$ cat src/rtl/prog_load_pkg.sv
// Shared types and helpers for the UART program loader.
// Frame: 2 header bytes (word count), 4 bytes per word LSB first, 1 checksum byte.
package prog_load_pkg;

    typedef enum logic [2:0] {
        IDLE, HDR0, HDR1, DATA, WRITE, CSUM, DONE, ERR
    } state_t;

    localparam int HDR_BYTES      = 2;
    localparam int BYTES_PER_WORD = 4;

    // A word count is usable when it is non-zero and fits the ROM.
    function automatic logic count_ok(input logic [15:0] n, input int addr_w);
        return (n != 16'd0) && ({16'd0, n} <= (32'd1 << addr_w));
    endfunction

endpackage

$ cat src/rtl/prog_load_timer.sv
// Inter-byte idle timer for the program loader.
// expired is high in the cycle the count reaches TIMEOUT_CYCLES while enabled.
module prog_load_timer #(
    parameter int TIMEOUT_CYCLES = 1_000_000
) (
    input  logic clk,
    input  logic rst,
    input  logic clr,
    input  logic en,
    output logic expired
);

    localparam int CW = $clog2(TIMEOUT_CYCLES + 1);

    logic [CW-1:0] cnt;

    assign expired = en && (cnt == CW'(TIMEOUT_CYCLES - 1));

    always_ff @(posedge clk) begin
        if (rst || clr) begin
            cnt <= '0;
        end else if (en && !expired) begin
            cnt <= cnt + CW'(1);
        end
    end

endmodule

$ cat src/rtl/prog_load_ctrl.sv
// UART program download sequencer: parses the byte frame, writes the ROM
// through the upg_* port and holds the CPU in reset while the image changes.
module prog_load_ctrl
    import prog_load_pkg::*;
#(
    parameter int ADDR_W         = 14,
    parameter int TIMEOUT_CYCLES = 1_000_000
) (
    input  logic              clk,
    input  logic              rst,
    input  logic              start,
    input  logic              rx_valid,
    input  logic [7:0]        rx_data,
    output logic              rx_ready,
    output logic              upg_rst_o,
    output logic              upg_wen_o,
    output logic [ADDR_W-1:0] upg_adr_o,
    output logic [31:0]       upg_dat_o,
    output logic              upg_done_o,
    output logic              cpu_hold,
    output logic              load_err,
    output logic [15:0]       words_loaded
);

    state_t      state;
    logic [15:0] n_words;
    logic [31:0] word;
    logic [1:0]  byte_idx;
    logic [7:0]  sum8;

    logic accept;
    logic start_go;
    logic expired;
    logic err_now;
    logic [31:0] next_word;

    always_comb begin
        rx_ready = (state == HDR0) || (state == HDR1)
                || (state == DATA) || (state == CSUM);
    end

    assign accept    = rx_valid && rx_ready;
    assign start_go  = start && ((state == IDLE) || (state == DONE)
                              || (state == ERR));
    assign next_word = {rx_data, word[31:8]};

    // Any failure condition this cycle: idle timeout, bad count, bad checksum.
    assign err_now = expired
        || (state == HDR1 && accept
            && !count_ok({rx_data, n_words[7:0]}, ADDR_W))
        || (state == CSUM && accept && rx_data != sum8);

    prog_load_timer #(
        .TIMEOUT_CYCLES(TIMEOUT_CYCLES)
    ) u_timer (
        .clk    (clk),
        .rst    (rst),
        .clr    (accept || start_go),
        .en     (rx_ready && !accept),
        .expired(expired)
    );

    always_ff @(posedge clk) begin
        if (rst) begin
            state        <= IDLE;
            upg_rst_o    <= 1'b1;
            upg_wen_o    <= 1'b0;
            upg_adr_o    <= '0;
            upg_dat_o    <= '0;
            upg_done_o   <= 1'b0;
            cpu_hold     <= 1'b0;
            load_err     <= 1'b0;
            words_loaded <= '0;
            n_words      <= '0;
            word         <= '0;
            byte_idx     <= '0;
            sum8         <= '0;
        end else begin
            upg_wen_o <= 1'b0;
            if (err_now) begin
                state      <= ERR;
                load_err   <= 1'b1;
                upg_done_o <= 1'b0;
                cpu_hold   <= 1'b1;
                upg_rst_o  <= 1'b1;
            end else begin
                unique case (state)
                    IDLE, DONE, ERR: begin
                        if (start_go) begin
                            state        <= HDR0;
                            upg_done_o   <= 1'b0;
                            load_err     <= 1'b0;
                            words_loaded <= '0;
                            byte_idx     <= '0;
                            sum8         <= '0;
                            cpu_hold     <= 1'b1;
                            upg_rst_o    <= 1'b0;
                        end else if (state == DONE) begin
                            state <= IDLE;
                        end
                    end
                    HDR0: begin
                        if (accept) begin
                            n_words[7:0] <= rx_data;
                            state        <= HDR1;
                        end
                    end
                    HDR1: begin
                        if (accept) begin
                            n_words[15:8] <= rx_data;
                            state         <= DATA;
                        end
                    end
                    DATA: begin
                        if (accept) begin
                            word     <= next_word;
                            sum8     <= sum8 + rx_data;
                            byte_idx <= byte_idx + 2'd1;
                            if (byte_idx == 2'(BYTES_PER_WORD - 1)) begin
                                state        <= WRITE;
                                upg_wen_o    <= 1'b1;
                                upg_adr_o    <= words_loaded[ADDR_W-1:0];
                                upg_dat_o    <= next_word;
                                words_loaded <= words_loaded + 16'd1;
                            end
                        end
                    end
                    WRITE: begin
                        state <= (words_loaded == n_words) ? CSUM : DATA;
                    end
                    CSUM: begin
                        if (accept) begin
                            state      <= DONE;
                            upg_done_o <= 1'b1;
                            cpu_hold   <= 1'b0;
                            upg_rst_o  <= 1'b1;
                        end
                    end
                endcase
            end
        end
    end

endmodule

$ cat config.mk
export PLATFORM = sky130hd
export DESIGN_NAME = prog_load_ctrl
export DESIGN_NICKNAME = d
export VERILOG_FILES = /design/src/rtl/prog_load_pkg.sv /design/src/rtl/prog_load_timer.sv /design/src/rtl/prog_load_ctrl.sv
export SDC_FILE = /design/constraint.sdc
export NUM_CORES = 1
export LEC_CHECK = 0
export BUFFER_PORTS_ARGS = -buffer_cell sky130_fd_sc_hd__buf_2
export CORE_MARGIN = 1.5
export CORE_UTILIZATION = 50
export CTS_CLUSTER_SIZE = 8
export DETAILED_ROUTE_END_ITERATION = 8
export GPL_TIMING_DRIVEN = 0
export PLACE_DENSITY = 0.71
export SYNTH_ARGS = -nofsm -noshare
export SYNTH_HDL_FRONTEND = slang
export SYNTH_SLANG_ARGS = --single-unit
$ cat constraint.sdc
create_clock -name clk -period 6.1 [get_ports clk]
set_clock_uncertainty 0.05 [all_clocks]
set_input_delay 0.915 -clock clk [delete_from_list [all_inputs] [get_ports clk]]
set_output_delay 0.915 -clock clk [all_outputs]
set_load 0.01 [all_outputs]
### Word level (Yosys, flattened, before mapping)

Cells that the tools add are included.

| storage, ports and cells | value |
|---|---|
| register bits | 148 |
| input bits | 12 |
| output and inout port bits | 68 |
| logic and storage cells | 117 |

| operators by class | value |
|---|---|
| $add $sub $neg | 4 |
| $lt $le $gt $ge | 1 |
| eq/ne operators | 22 |
| multiplexer cells | 30 |
| bitwise gates (word level) | 3 |
| reduce and logical (&&, ||, !) cells | 42 |

Operators by type and width:

| kind | count |
|---|---|
| 2-to-1 mux 16 bit | 3 |
| one-hot mux 16 bit (2 select lines) | 1 |
| 2-to-1 mux 3 bit | 9 |
| adder 20 x 1 -> 20 bit, second input constant | 1 |
| equality test 20 bit, second input constant | 1 |
| one-hot mux 3 bit (6 select lines) | 1 |
| adder 16 x 1 -> 16 bit, second input constant | 1 |
| equality test 16 bit | 1 |
| less-or-equal comparator 16 x 15 -> 1 bit, second input constant | 1 |
| 2-to-1 mux 8 bit | 2 |
| one-hot mux 8 bit (2 select lines) | 1 |
| nonzero test 16 bit | 1 |
| inequality test 3 bit, second input constant | 5 |
| AND reduction 3 bit | 5 |
| equality test 3 bit, second input constant | 4 |
| logical AND 1 bit | 10 |
| logical OR 1 bit | 9 |
| adder 8 bit | 1 |
| 2-to-1 mux 1 bit | 8 |
| inequality test 8 bit | 1 |
| AND reduction 4 bit | 2 |
| nonzero test 2 bit | 4 |
| equality test 3 x 2 -> 1 bit, second input constant | 2 |
| inequality test 2 bit, second input constant | 3 |
| 19 further kinds | 25 |

### Logic depth before layout (Yosys ltp)

Gate-level depths: netlist (run 1).

| logic depth | value |
|---|---|
| depth after elaboration | 12 |
| gate-level depth with buffers | 8 |
| gate-level depth less buffers | 7 |

### Hierarchy

From an unflattened synthesis (run 1), not the netlist that was laid out.

| unflattened totals | value |
|---|---|
| cell total of the unflattened synthesis | 750 |
| area total of the unflattened synthesis | 6214.7 µm² |

Modules (own cells, without submodules):

| module | times used | cells an instance | area an instance (µm²) | seq. area each (µm²) |
|---|---|---|---|---|
| prog_load_ctrl | 1 | 622 | 5128.7 | 2402.3 |
| prog_load_timer | 1 | 128 | 1086.0 | 400.4 |

### Worst setup path after synthesis (run 1)

Ideal clock, no wire load.

| path | value |
|---|---|
| path kind | in2reg |
| from | input rx_data[4] |
| to | register n_words[10] |
| library setup time | 0.072 ns |
| data arrival time | 2.538 ns |
| required time | 5.978 ns |
| path slack | 3.440 ns |
| cell stages on the path | 6 |
| path buffers | 0 |
| cells stage by stage | ha_1 > nor4_1 > a31oi_1 > a21o_1 > nor3_2 > mux2i_1 |

| between the ends | value |
|---|---|
| word-level cells in the longest chain between the ends | 8 |
| elaborated cells on any way between the ends | 11 |
| those cells by class | 1 x order compare; 1 x eq/ne; 1 x bitwise; 8 x reduce/logical |

Ends and longest elaborated chain:

| item | line | RTL |
|---|---|---|
| from (decl) | prog_load_ctrl.sv:13 | `input logic [7:0] rx_data,` |
| less-or-equal comparator 16 x 15 -> 1 bit or nonzero test 16 bit (tied branches) | prog_load_pkg.sv:14 | `return (n != 16'd0) && ({16'd0, n} <= (32'd1 << addr_w));` |
| logical AND 1 bit | prog_load_pkg.sv:14 |  |
| zero test 1 bit | prog_load_ctrl.sv:50 | `&& !count_ok({rx_data, n_words[7:0]}, ADDR_W))` |
| logical AND 1 bit | prog_load_ctrl.sv:50 |  |
| logical OR 1 bit | prog_load_ctrl.sv:49 | `\|\| (state == HDR1 && accept` |
| logical OR 1 bit * | prog_load_ctrl.sv:51 | `\|\| (state == CSUM && accept && rx_data != sum8);` |
| inverter 1 bit (no source line) * | - |  |
| AND reduction 3 bit (no source line) * | - |  |
| to (signal assigned) | prog_load_ctrl.sv:110 | `n_words[15:8] <= rx_data;` |
| to (decl) | prog_load_ctrl.sv:26 | `logic [15:0] n_words;` |

Every way passes the cells marked *; elsewhere a longest branch is shown, timed or not.
A chain may end at the register's enable or synchronous reset.

### Final worst setup path (run 1)

| path | value |
|---|---|
| from | input rx_valid |
| to | register upg_dat_o[19] |

| between the ends | value |
|---|---|
| word-level cells in the longest chain between the ends | 8 |
| elaborated cells on any way between the ends | 12 |
| those cells by class | 1 x bitwise; 11 x reduce/logical |

Ends and longest elaborated chain:

| item | line | RTL |
|---|---|---|
| from (decl) | prog_load_ctrl.sv:12 | `input logic rx_valid,` |
| logical AND 1 bit * | prog_load_ctrl.sv:42 | `assign accept = rx_valid && rx_ready;` |
| zero test 1 bit | prog_load_ctrl.sv:59 | `.en (rx_ready && !accept),` |
| logical AND 1 bit | prog_load_ctrl.sv:59 |  |
| logical AND 1 bit | prog_load_timer.sv:17 | `assign expired = en && (cnt == CW'(TIMEOUT_CYCLES - 1));` |
| logical OR 1 bit | prog_load_ctrl.sv:49 |  |
| logical OR 1 bit | prog_load_ctrl.sv:51 |  |
| inverter 1 bit (no source line) | - |  |
| AND reduction 4 bit (no source line) * | - |  |
| to (signal assigned) | prog_load_ctrl.sv:123 | `upg_dat_o <= next_word;` |
| to (decl) | prog_load_ctrl.sv:18 | `output logic [31:0] upg_dat_o,` |

Marks and branches as above.

==> flow_summary.ini, run 1 <==
[logic_synthesis]
ys.warnings.count = 0
synthSimpleGateAreaFrac_pct = 23.6
synth_nets = 762
synth_top_area_share_pct = 46.0
yosysSeqAreaShare_pct = 46.0
synth_fa_ha_area_share_pct = 2.38
ys_ff_latch = 140
synth-compound-area-share_pct = 16.0
synth_ff_type = dfxtp_1
synth_edf_count = 0
synth.most_common_cell = nand2_1
synth.largest_area_cell = dfxtp_1
synth_top_family_by_area = simple AND/OR/NAND/NOR gates
synthMuxAreaShare_pct = 2.81
yosys.cell_types.count = 62
synth_area_um2 = 6100
synthCells = 739
synth_commonest_cells = 177 x nand2_1, 140 x dfxtp_1, 94 x a21oi_1
synth-xor-area-share_pct = 5.60
synth-async-reset-ratio_pct = 0
syn_avg_cell_area_um2 = 8.25
synth_area_leaders = dfxtp_1 46%, nand2_1 11%, a21oi_1 7.7%

[run_status]
run_status = finished, final reports clean

[placement]
placed_area_um2 = 6670
gp_congestion = 0.850
port_buffers = 78
dpl.hpwl_mm = 11.2

[clock_tree]
hold_buffers = 0
cts_buffers = 17
h-tree-depth = 4
cts_resized = 0
numClockSinks = 140
clk-insertion-delay-late_ns = 0.43
cts_setup_buffers = 0
cts-root-buf = clkbuf_16
cts_buffer_depth = 2
clkTransAtPathRegs_ns = 0.06
tritoncts = done

[global_route]
grt_pass1_wl_mm = 25.2
grt_max_degree = 17
grt_pass1_vias = 5235
grt_usage_pct = 24.9
grt_overflow = 0
antenna_found_initial = 0

[sta]
slew_viol_final = 0
max_freq_mhz = 348
worst_pin_slew_ns = 1.19
setup_violations = 0
fin_crit_ns = 2.87
fin_tns_setup_ns = 0
timing.hold.ws_ns = 0.402
period_share_pct = 47.1
slew_headroom_pct = 20.2
hold_viol_final = 0
rsz0062_at_grt = no

[critical_path]
cp_data_required_time_ns = 6.41
worstSetupStartpointType = input pin
slowest_stage = buf_1
rr_endpoint = upg_dat_o[19]$_SDFFE_PP0P_
reg2reg_slack_ns = 3.62
timing.rr.start = state[0]$_SDFFE_PP0P_
r2r_cells = 8
crit_chain = buf_2 -> clkbuf_1 -> and4b_1 -> clkbuf_1 -> and2_0 -> buf_2 -> buf_1 -> nand2_1 -> a21oi_1
cp-end-kind = flop
crit_end = upg_dat_o[19]$_SDFFE_PP0P_
crit_path_start = rx_valid
crit_type = in -> reg
slowest_delay_ns = 0.39
crit_fanout = 10
worstPathArrival_ns = 3.18

[floorplanning]
die_y_um = 113
initial_core_util_pct = 51.0
core_region_area_um2 = 12000
num_rows = 40
boundaryPins = 80
die_w_um = 113
die_area_um2 = 12900

[finish]
n_antenna_cell = 0
final_util_pct = 60.6
design_area_um2 = 7250
layout-drive-gt1-share_pct = 16.3
area_delta_synth_final_pct = 18.9
final_nets = 859

[routing]
route.detailed.drc = 0
drt-pass1-iter-count = 5
routed_wl_mm = 15.5
num_vias = 5572
drtIter0Drc = 421
avgRoutedWirePerCell_um = 15.5
avgViaCountPerCell = 5.59
ant_nets = 0

[hold_path]
hold_path_class = reg -> reg
min_path_cells = 2

[power_and_ir_drop]
peakVddDrop_uv = 156
p_per_area_nw_per_um2 = 303
leakagePower_nw = 2.83

[job]
cap_viol_max_count = 0
-- how the worst min path moves through the flow --
stage	start	endpoint
2_1_floorplan	word[8]$_SDFFE_PP0P_	upg_dat_o[0]$_SDFFE_PP0P_
3_3_place_gp	upg_adr_o[2]$_SDFFE_PP0P_	upg_adr_o[2]$_SDFFE_PP0P_
4_1_cts	upg_dat_o[6]$_SDFFE_PP0P_	upg_dat_o[6]$_SDFFE_PP0P_
6_report	upg_dat_o[14]$_SDFFE_PP0P_	upg_dat_o[14]$_SDFFE_PP0P_
3_5_place_dp	upg_dat_o[8]$_SDFFE_PP0P_	upg_dat_o[8]$_SDFFE_PP0P_
5_1_grt	upg_dat_o[11]$_SDFFE_PP0P_	upg_dat_o[11]$_SDFFE_PP0P_
-- worst max-delay path: cells and delay by family --
family                 cells  cell delay [ns]
AO/OA/AOI/OAI              1             0.14
buffers and inverters      5             1.40
AND/OR/NAND/NOR            3             0.71
-- logic make-up (layout without fill, tap and decap cells) --
| family | after synthesis | after routing |
|---|---|---|
| AND/OR/NAND/NOR | 317 | 317 |
| multiplexers | 17 | 17 |
| buffers and inverters | 55 | 165 |
| XOR/XNOR | 39 | 39 |
| flip-flops | 140 | 140 |
| adder cells (fa/ha/maj) | 11 | 11 |
| AO/OA/AOI/OAI | 160 | 160 |
-- routing by layer --
| layer | global-route usage [%] | wire length (um) |
|---|---|---|
| met3 | 6.38 | 712 |
| met1 | 30.6 | 7040 |
| met5 | 0 | 0 |
| met4 | 10.3 | 311 |
| met2 | 41.9 | 7420 |
-- metrics by stage --
| stage | setup slack, ns | power [mW] | std cells |
|---|---|---|---|
| CTS | 3.28 | 2.21 | 996 |
| global placement | 2.82 | 1.20 | 964 |
| detailed placement | 2.83 | 1.21 | 964 |
| finish | 3.23 | 2.20 | 996 |
| global route | 3.05 | 2.28 | 996 |
| floorplan | 3.44 | 1.14 | 739 |
-- placed cells by master (no fill, tap or decap), drive strengths merged, types with 2 or more instances in the layout --
cell type / instances
a21o: 2
a21oi: 101
a22oi: 7
a31oi: 4
and2: 2
and3: 8
and4: 2
buf: 88
clkbuf: 52
clkinv: 5
clkinvlp: 2
dfxtp: 140
ha: 10
inv: 17
mux2i: 16
nand2: 177
nand2b: 4
nand3: 9
nand4: 7
nand4b: 2
nor2: 54
nor3: 9
nor3b: 2
nor4: 13
o2111ai: 11
o211ai: 5
o21ai: 19
o31ai: 2
or2: 2
or3: 15
or4: 6
xnor2: 8
xor2: 31
-- state kept, by name (all words and copies together), names as in the netlist --
signal,flops
upg_rst_o,1
upg_dat_o,32
state,3
sum8,8
cpu_hold,1
word,24
n_words,16
load_err,1
upg_adr_o,14
upg_wen_o,1
upg_done_o,1
words_loaded,16
u_timer.cnt,20
byte_idx,2
-- area by class of cell --
cell class | count | area, um2
inverters | 14 | 52.6
repair buffers | 78 | 390
flip-flops and latches | 140 | 2800
clock inverters | 11 | 108
plain buffers | 41 | 168
well taps | 147 | 184
clock buffers | 21 | 470
multi-input cells | 544 | 3080
fillers | 1102 | 4710
-- where the power goes --
part           switching [mW]  internal (mW)  total (mW)
sequential             0.0213          0.937       0.958
combinational           0.157         0.0791       0.236
clock                   0.408          0.597        1.01
(Power assumes the default switching activity.)
==> inputs of run 2 (changes only) <==
--- a/config.mk
+++ b/config.mk
@@ -11,7 +11,7 @@
 export CTS_CLUSTER_SIZE = 8
 export DETAILED_ROUTE_END_ITERATION = 8
 export GPL_TIMING_DRIVEN = 0
-export PLACE_DENSITY = 0.71
+export PLACE_DENSITY = 0.73
 export SYNTH_ARGS = -nofsm -noshare
 export SYNTH_HDL_FRONTEND = slang
 export SYNTH_SLANG_ARGS = --single-unit
==> constraint.sdc (replaced) <==
create_clock -name clk -period 2.3 [get_ports clk]
set_clock_uncertainty 0.05 [all_clocks]
set_input_delay 0.345 -clock clk [delete_from_list [all_inputs] [get_ports clk]]
set_output_delay 0.345 -clock clk [all_outputs]
set_load 0.01 [all_outputs]
==> run 2 against run 1 <==
  * Core utilization is 1.2 points higher
  * Flip-flop and latch count stayed put
  * Die area stayed put
  * Largest cell class unchanged
  * Final cell count is 0.10% lower
  * Count of clock-buffer cells in the layout is 1 higher
  * Largest power group unchanged
==> flow_summary.ini, run 2 (synthesis gave the netlist of run 1 again) <==
[run_status]
run_status = finished, final reports clean

[placement]
port_buffers = 78
dp.cells = 964
dpl.hpwl_mm = 11.2
gp_congestion = 0.914
dpl_worst_slack_ns = -0.418

[power_and_ir_drop]
switchingPower_mw = 1.53
finalPower_mw = 5.92
p_per_area_nw_per_um2 = 800
p_seq_share_pct = 42.9
intPower_mw = 4.39
peakVddDrop_uv = 418
power_frac_comb_pct = 11.3
p_sw_share_pct = 25.9
leakagePower_nw = 2.88
p_clk_share_pct = 45.8

[critical_path]
reg2reg_slack_ns = 0.05
cp_data_required_time_ns = 2.55
cp-end-kind = flop
crit_fanout = 8
r2r_cells = 5
worstSetupStartpointType = flop
crit_path_start = u_timer.cnt[12]$_SDFFE_PP0P_
crit_type = reg -> reg
timing.rr.start = u_timer.cnt[12]$_SDFFE_PP0P_
worstPathArrival_ns = 2.51

[routing]
drtIter0Drc = 392
num_vias = 5690
drt-pass1-iter-count = 5
route.detailed.drc = 0
ant_nets = 0
avgViaCountPerCell = 5.72
avgRoutedWirePerCell_um = 15.9
routed_wl_mm = 15.8

[clock_tree]
clk-insertion-delay-late_ns = 0.43
cts_buffer_depth = 2
tritoncts = done
cts_buffers = 17
h-tree-depth = 4
hold_buffers = 0
numClockSinks = 140
cts-root-buf = clkbuf_16
clkTransAtPathRegs_ns = 0.06
cts_setup_buffers = 0

[global_route]
antenna_found_initial = 0
use_met3_pct = 5.69
grt_max_degree = 17
use_met1_pct = 30.6
grt-busiest-layer = met2
grt_overflow = 0
grt_usage_pct = 25.1
use_met2_pct = 42.3
grt_pass1_wl_mm = 25.5
grt_pass1_vias = 5233

[floorplanning]
die_w_um = 113
core_region_area_um2 = 12000
die_y_um = 113
die_area_um2 = 12900
boundaryPins = 80
num_rows = 40
initial_core_util_pct = 51.0

[hold_path]
hold_start = rx_data[0]
min_path_cells = 3
hold_path_class = in -> reg

[sta]
period_share_pct = 97.9
setup_violations = 0
slew_headroom_pct = 46.3
fin_crit_ns = 2.25
worst_pin_slew_ns = 0.803
slew_viol_final = 0
fin_tns_setup_ns = 0
hold_viol_final = 0
max_freq_mhz = 444
setup_ws_ns = 0.0479
rsz0062_at_grt = yes

[finish]
final_util_pct = 61.8
biggestRegsByFlops = upg_dat_o (32), word (24), u_timer.cnt (20)
area_delta_synth_final_pct = 21.3
largest_reg_flops = 32
layout-drive-gt1-share_pct = 18.8
mostFrequentLayoutCell = nand2_1
final_nets = 858
regMostFlops = upg_dat_o
final_cell_mix = 177 x nand2_1, 136 x dfxtp_1, 93 x a21oi_1, 84 x buf_2, 52 x nor2_1
instances_no_fill = 995
num-fill-cells = 1069
n_antenna_cell = 0

[job]
cap_viol_max_count = 0
[run 2: cell count changes in the layout (fill, tap and decap cells not counted), moves of 2 or more]
cell      change
nor2_1        -2
or4_4         +2
nor4_1        -3
buf_1         -2
clkinv_2      +2
dfxtp_1       -4
clkbuf_1      -3
or4_1         -2
nor4_4        +3
clkbuf_2      +4
inv_6         -3
dfxtp_2       +3
[run 2: through the flow]
stage	hold WS [ns]	cell area [um2]
after floorplan	0.382	6100
final	0.194	7400
after global placement	0.392	6670
after CTS	0.182	7330
after detailed placement	0.394	6670
after global routing	0.201	7400
[run 2: cell type report]
type	instances	area, um2	area share [%]
Multi-Input combinational cell	545	3210	43.4
Inverter	14	52.6	0.710
Buffer	39	159	2.15
Clock buffer	22	474	6.41
Clock inverter	10	114	1.54
Tap cell	147	184	2.49
Sequential cell	140	2810	38.0
Timing Repair Buffer	78	390	5.28
[run 2: path summary, 6_finish.rpt]
check,to
setup / recovery,u_timer.cnt[15]$_SDFFE_PP0P_
hold reg to reg,upg_dat_o[6]$_SDFFE_PP0P_
hold / removal,word[24]$_SDFFE_PP0P_
setup reg to reg,u_timer.cnt[15]$_SDFFE_PP0P_
[run 2: worst max-delay path, stage by stage, from the launching register on]
cell       delay [ns]
dfxtp_1          0.33
or4b_4           0.58
or4_4            0.66
o2111ai_4        0.28
or3_4            0.18
a21oi_2          0.05
[run 2: power groups by stage]
stage / Clock (mW) / Combinational [mW] / Sequential, mW
floorplan: 0 / 0.442 / 2.58
finish: 2.71 / 0.667 / 2.54
global route: 2.83 / 0.731 / 2.55
global placement: 0 / 0.596 / 2.59
CTS: 2.73 / 0.636 / 2.54
detailed placement: 0 / 0.616 / 2.59
[run 2: layer usage]
metal	wire [um]	vias to the layer above
met1	6840	2724
met3	925	36
li1	-	2749
met2	7610	181
met5	0	-
met4	427	0
[run 2: repair_timing]
item                       CTS  global route
gates cloned                 1             0
pin swaps                    1             6
resized for setup           13            22
setup endpoints to repair   43           102
